## config.mk

```make
export PLATFORM = sky130hd
export DESIGN_NAME = spi_mult_master
export DESIGN_NICKNAME = d
export VERILOG_FILES = /design/src/rtl/spi_mult_master.sv
export SDC_FILE = /design/constraint.sdc
export NUM_CORES = 1
export LEC_CHECK = 0
export BUFFER_PORTS_ARGS = -buffer_cell sky130_fd_sc_hd__buf_2
export CAP_MARGIN = 20
export CORE_ASPECT_RATIO = 1.2
export CORE_MARGIN = 4
export CORE_UTILIZATION = 51
export DETAILED_ROUTE_END_ITERATION = 6
export GPL_ROUTABILITY_DRIVEN = 0
export GPL_TIMING_DRIVEN = 0
export PLACE_DENSITY = 0.78
export SLEW_MARGIN = 20
export SYNTH_ARGS = -nofsm -noshare
export SYNTH_HDL_FRONTEND = slang
export SYNTH_SLANG_ARGS = --single-unit
export TNS_END_PERCENT = 30
```

## constraint.sdc

```tcl
create_clock -name CLK -period 1.9 [get_ports CLK]
set_input_delay 0.285 -clock CLK [delete_from_list [all_inputs] [get_ports CLK]]
set_output_delay 0.285 -clock CLK [all_outputs]
set_load 0.01 [all_outputs]
```

## src/rtl/spi_mult_master.sv

```systemverilog
// SPI master for the serial multiplier slave: shifts out {a,b} MSB first,
// waits a fixed number of idle SCLK edges, then shifts the product back in.
module spi_mult_master #(
  parameter int WIDTH     = 4,
  parameter int CLK_DIV   = 10,
  parameter int GAP_EDGES = 3
) (
  input  logic               CLK,
  input  logic               RST,
  input  logic               start,
  input  logic [WIDTH-1:0]   a,
  input  logic [WIDTH-1:0]   b,
  output logic               busy,
  output logic [2*WIDTH-1:0] result,
  output logic               result_valid,
  output logic               SCLK,
  output logic               CS,
  output logic               MOSI,
  input  logic               MISO
);

  localparam int LAST_EDGE = 4*WIDTH + GAP_EDGES;
  localparam int DW        = $clog2(CLK_DIV);
  localparam int EW        = $clog2(LAST_EDGE + 1);

  localparam logic [DW-1:0] DIV_MAX  = DW'(CLK_DIV - 1);
  localparam logic [EW-1:0] E_LAST   = EW'(LAST_EDGE);
  localparam logic [EW-1:0] LAST_OUT = EW'(2*WIDTH);
  localparam logic [EW-1:0] FIRST_IN = EW'(2*WIDTH + GAP_EDGES + 1);

  typedef enum logic [1:0] {IDLE, SHIFT_OUT, GAP, SHIFT_IN} state_t;

  state_t             state;
  logic [DW-1:0]      div;
  logic [EW-1:0]      edge_cnt;
  logic [EW-1:0]      edge_nxt;
  logic [2*WIDTH-1:0] tx;
  logic [2*WIDTH-1:0] rx;

  assign edge_nxt = edge_cnt + 1'b1;

  always_ff @(posedge CLK) begin
    if (RST) begin
      state        <= IDLE;
      div          <= '0;
      edge_cnt     <= '0;
      tx           <= '0;
      rx           <= '0;
      busy         <= 1'b0;
      result       <= '0;
      result_valid <= 1'b0;
      SCLK         <= 1'b0;
      CS           <= 1'b0;
      MOSI         <= 1'b0;
    end else begin
      result_valid <= 1'b0;
      case (state)
        IDLE: begin
          if (start) begin
            tx       <= {a, b};
            rx       <= '0;
            div      <= '0;
            edge_cnt <= '0;
            SCLK     <= 1'b1;
            CS       <= 1'b1;
            busy     <= 1'b1;
            MOSI     <= 1'b0;
            state    <= SHIFT_OUT;
          end
        end
        default: begin
          if (div == DIV_MAX) begin
            div <= '0;
            if (SCLK) begin
              SCLK <= 1'b0;
              if (edge_cnt == E_LAST) begin
                CS           <= 1'b0;
                busy         <= 1'b0;
                result       <= rx;
                result_valid <= 1'b1;
                state        <= IDLE;
              end
            end else begin
              SCLK     <= 1'b1;
              edge_cnt <= edge_nxt;
              if (edge_nxt <= LAST_OUT) begin
                MOSI <= tx[2*WIDTH-1];
                tx   <= {tx[2*WIDTH-2:0], 1'b0};
              end else begin
                MOSI <= 1'b0;
              end
              // Sampling keys off the edge index so a zero-length gap still works.
              if (edge_nxt >= FIRST_IN) begin
                rx    <= {rx[2*WIDTH-2:0], MISO};
                state <= SHIFT_IN;
              end else if (edge_nxt > LAST_OUT) begin
                state <= GAP;
              end
            end
          end else begin
            div <= div + 1'b1;
          end
        end
      endcase
    end
  end

endmodule
```

# Word level (Yosys, flattened, before mapping)
# Index checks and enable logic that the tools add are counted.
[totals]
regBits = 39
in_bits = 12
output_inout_bits = 13
word_cells = 76
[classes]
n_addsub = 2
magnitude_cmp = 3
eq_ne = 5
muxes = 38
n_bitwise = 3
n_reduce_logical = 15
[ops]
columns = ["op", "count"]
rows = [
  ["$mux 8", 10],
  ["$mux 5", 4],
  ["$reduce_and 4->1", 5],
  ["$mux 1", 14],
  ["$mux 2", 7],
  ["$mux 4", 3],
  ["$reduce_bool 2->1", 5],
  ["$add 5x1->5 const B", 1],
  ["$eq 5x5->1 const B", 1],
  ["$ge 5x4->1 const B", 1],
  ["$gt 5x4->1 const B", 1],
  ["$le 5x4->1 const B", 1],
  ["$add 4x1->4 const B", 1],
  ["$eq 4x4->1 const B", 1],
  ["$reduce_bool 4->1", 1],
  ["$reduce_or 4->1", 1],
  ["$ne 3x1->1 const B", 1],
  ["$not 1->1", 3],
  ["$reduce_and 3->1", 1],
  ["$logic_not 2->1", 1],
  ["$ne 2x1->1 const B", 1],
  ["$ne 2x2->1 const B", 1],
  ["$reduce_and 2->1", 1],
]

# Longest topological paths before layout
[depth]
word_depth = 7
ltp_mapped = 8
depth_no_buf = 7

# Worst setup path before layout
# Ideal clock, no wire load.
[synth_timing]
kind = "register -> register"
startpoint = "register edge_cnt[0]"
endpoint = "register tx[1]"
setup_ns = 0.088
arrival_time_ns = 1.969
t_required_ns = 1.812
path_slack_ns = -0.157
stages_incl_launch_ff = 9
n_path_buf = 2
period_less_slack_ns = 2.057
cell_sequence = "dfxtp_1 -> ha_1 -> buf_6 -> nor2b_4 -> o311a_4 -> o211a_4 -> or2_0 -> buf_6 -> a311oi_2"
[synth_via]
elab_chain_cells = 4
[synth_lines]
columns = ["element", "line_no", "text"]
rows = [
  ["start, declared", "35", "logic [EW-1:0] edge_cnt;"],
  ["start signal, assigned", "85", "edge_cnt <= edge_nxt;"],
  ["$add 5x1->5", "40", "assign edge_nxt = edge_cnt + 1'b1;"],
  ["$le 5x4->1", "86", "if (edge_nxt <= LAST_OUT) begin"],
  ["$reduce_bool 2->1 (no source line)", "n/a", ""],
  ["$reduce_and 4->1 (no source line)", "n/a", ""],
  ["end signal, assigned", "60", "tx <= {a, b};"],
  ["end signal, assigned", "88", "tx <= {tx[2*WIDTH-2:0], 1'b0};"],
  ["end, declared", "37", "logic [2*WIDTH-1:0] tx;"],
]
# Every way passes these cells.
# A chain may end at the register's enable or synchronous reset.

# Final worst setup path
# Same ends and word-level chain as after synthesis.

==> results.toml <==
[synthesis]
synth.distinct_cells = 48
yosysMostFrequentCell = "dfxtp_1"
synth_edf_count = 0
synth_area_leaders = "dfxtp_1 (42%), a311oi_2 (5.6%), nor2_1 (4.8%), nand2_1 (4.4%), mux2i_1 (4.3%)"
synth.avg_cell_area_um2 = 9.12
syn_inst = 206
netlist.area_leader.share_pct = 41.5
synth_commonest_cells = "dfxtp_1 (39), nor2_1 (24), nand2_1 (22)"
syn_nets = 222
yosys_warnings = 0
yosysSeqAreaShare_pct = 41.5
ys_seq_elements = 39
synth_ff_type = "dfxtp_1"
yosysTopAreaCell = "dfxtp_1"
syn_area_um2 = 1880
synth-async-reset-ratio_pct = 0

[drt]
vias = 1606
drc = 0
first_pass_iters = 4
routed_wl_mm = 4.17
drt_iter0_drc = 107
vias_per_cell = 5.67
postRouteAntennaNets = 0
wire_per_inst_um = 14.7

[critical_path]
rrSetupSlack_ns = -0.03
worstPathRequired_ns = 2.11
start_kind = "register"
crit_start = "edge_cnt[0]$_SDFFE_PP0P_"
crit_path_end_kind = "register"
r2r-start = "edge_cnt[0]$_SDFFE_PP0P_"
critPathKind = "reg -> reg"
cp_max_fo = 7
reg2reg_to = "tx[1]$_SDFFE_PP0P_"
cp-endpoint = "tx[1]$_SDFFE_PP0P_"
crit_arrival_ns = 2.14
r2r_cells = 7

[finish]
nets = 261
syn_to_final_growth_pct = 21.4
layout-drive-gt1-share_pct = 28.5
diodes = 0

[cts]
cts.path.max_buffers = 2
cts_buffers = 5
clk_latency_ns = 0.29
clkSlewWorstSetupHoldPaths_ns = 0.08
cts_sinks = 39
clockRootBuffer = "clkbuf_8"
cts_hold_buffers = 0
cts_tree = "done"
htreeDepth = 2

[sta]
fin_crit_sh_pct = 102
finalCriticalPeriod_ns = 1.93
setup_violations = 1
whs_ns = 0.204
finClkSkew_ns = 0.00811
max_slew.worst_pin.slew_ns = 0.678
maxSlewHeadroom_pct = 54.8
drv_slew = 0
rsz0062_at_grt = "true"
fmax_ghz = 0.517
layout_setup_ws_ns = -0.0325
hold_viol_final = 0

[placed_design]
pre_cts_slack_ns = -0.297
place_hpwl_mm = 2.81
io_buffers = 23

[global_route]
grt_max_degree = 13
overflow = 0
grtUsageTotal_pct = 18.9
grt_pass1_vias = 1586
grt_pass1_wl_mm = 7.00
antenna_found_initial = 0

[outcome]
failed_checks = "setup timing"
status = "finished with violations"

[power]
combPwrFrac_pct = 11.1
powerDensity_nw_per_um2 = 688
clockPowerShare_pct = 34.2
switchingPower_mw = 0.406
leakage_nw = 0.986
p_sw_share_pct = 25.9
seq_power_share_pct = 54.7
ir_worst_vdd_v = 0.000551
internal_power_mw = 1.16

[die]
start_util_pct = 54.4
rows = 23
die_x_um = 63.4
ios = 25
die_y_um = 74.5
coreArea_um2 = 3450
dieArea_um2 = 4720

[job]
drv_cap = 0

[hold_path]
min_path_type = "in -> reg"
## cell families after synthesis
logic type | after synthesis | share of synthesized area, %
AOI/OAI and AO/OA | 50 | 22.6
and+or+nand+nor | 87 | 23.6
muxes | 8 | 4.26
xor gates and xnor gates | 1 | 0.466
DFF | 39 | 41.5
buffers and inverters | 17 | 4.86
adders and majority gates | 4 | 2.66
## stage by stage
stage / TNS (ns) / area, um^2 / util, % / instances / power, mW
2_1_floorplan: -0.252 / 1910 / - / 206 / 0.990
3_3_place_gp: -3.44 / 2070 / 60.0 / 266 / 1.03
3_5_place_dp: -3.43 / 2070 / 60.0 / 266 / 1.04
4_1_cts: -0.381 / 2230 / 64.6 / 279 / 1.58
5_1_grt: -0.361 / 2280 / 66.1 / 283 / 1.65
6_report: -0.0325 / 2280 / 66.1 / 283 / 1.57
## routing by layer
metal / vias to the layer above / GRT usage [%] / routed length, um
li1: 822 / - / -
met4: 0 / 8.63 / 65
met3: 8 / 6.50 / 211
met2: 31 / 32.9 / 2110
met1: 745 / 21.0 / 1780
met5: - / 0 / 0
## layout make-up
type | count | area (um^2)
repair buffers | 34 | 201
well taps | 37 | 46.3
multi-input cells | 150 | 1080
clock inverters | 2 | 12.5
inverters | 2 | 7.51
fillers | 290 | 1170
plain buffers | 13 | 70.1
clock buffers | 6 | 72.6
flip-flops and latches | 39 | 790
## registers in the layout, indices dropped and copies added (netlist names)
signal / cells
CS: 1
MOSI: 1
SCLK: 1
div: 4
edge_cnt: 5
result: 8
result_valid: 1
rx: 8
state: 2
tx: 8
## critical path, cell delays in order, from the launching register on
cell      delay [ns]
dfxtp_4         0.37
ha_4            0.29
nor2b_4         0.04
o311a_4         0.30
o211a_4         0.23
or2_1           0.24
buf_6           0.15
a311oi_2        0.23
## power groups by stage
stage	clock network, mW	logic, mW	registers, mW
2_1_floorplan	0	0.120	0.870
3_3_place_gp	0	0.164	0.870
3_5_place_dp	0	0.166	0.871
4_1_cts	0.558	0.175	0.851
5_1_grt	0.599	0.193	0.860
6_report	0.537	0.175	0.858
## cell usage in the layout, fill, tap and decap left out, types with 2 or more instances in the layout
cell	instances
buf_2	24
o211a_1	2
dfxtp_4	2
a211oi_1	2
inv_1	2
a22o_1	8
a41oi_1	2
and3_1	2
nand2_1	22
mux2i_1	8
clkbuf_1	8
ha_1	2
nor3_1	8
buf_6	3
dfxtp_1	36
o21ai_0	6
o31ai_1	2
clkbuf_8	5
ha_4	2
a21oi_1	11
and3b_1	2
o21a_1	2
nor2_1	23
buf_4	11
or2_1	2
a311oi_2	7
and2_1	5
nand3_1	7
## worst min-delay path by stage
stage / start / endpoint / slack, ns / cells after the start
final: MISO / rx[0]$_SDFFE_PP0P_ / 0.20 / 2
after global routing: MISO / rx[0]$_SDFFE_PP0P_ / 0.20 / 2
after CTS: MISO / rx[0]$_SDFFE_PP0P_ / 0.20 / 2
after detailed placement: MOSI$_SDFFE_PP0P_ / MOSI$_SDFFE_PP0P_ / 0.44 / 2
after global placement: MOSI$_SDFFE_PP0P_ / MOSI$_SDFFE_PP0P_ / 0.44 / 2
after floorplan: MISO / rx[0]$_SDFFE_PP0P_ / 0.41 / 1
## timing repair
action	4_1_cts	5_1_grt
pin swaps	7	13
hold endpoints to repair	0	0
endpoints found under the setup margin	17	19
setup buffers	6	5
gates resized for setup	9	6
No activity file was read; power rests on OpenSTA's default activity.
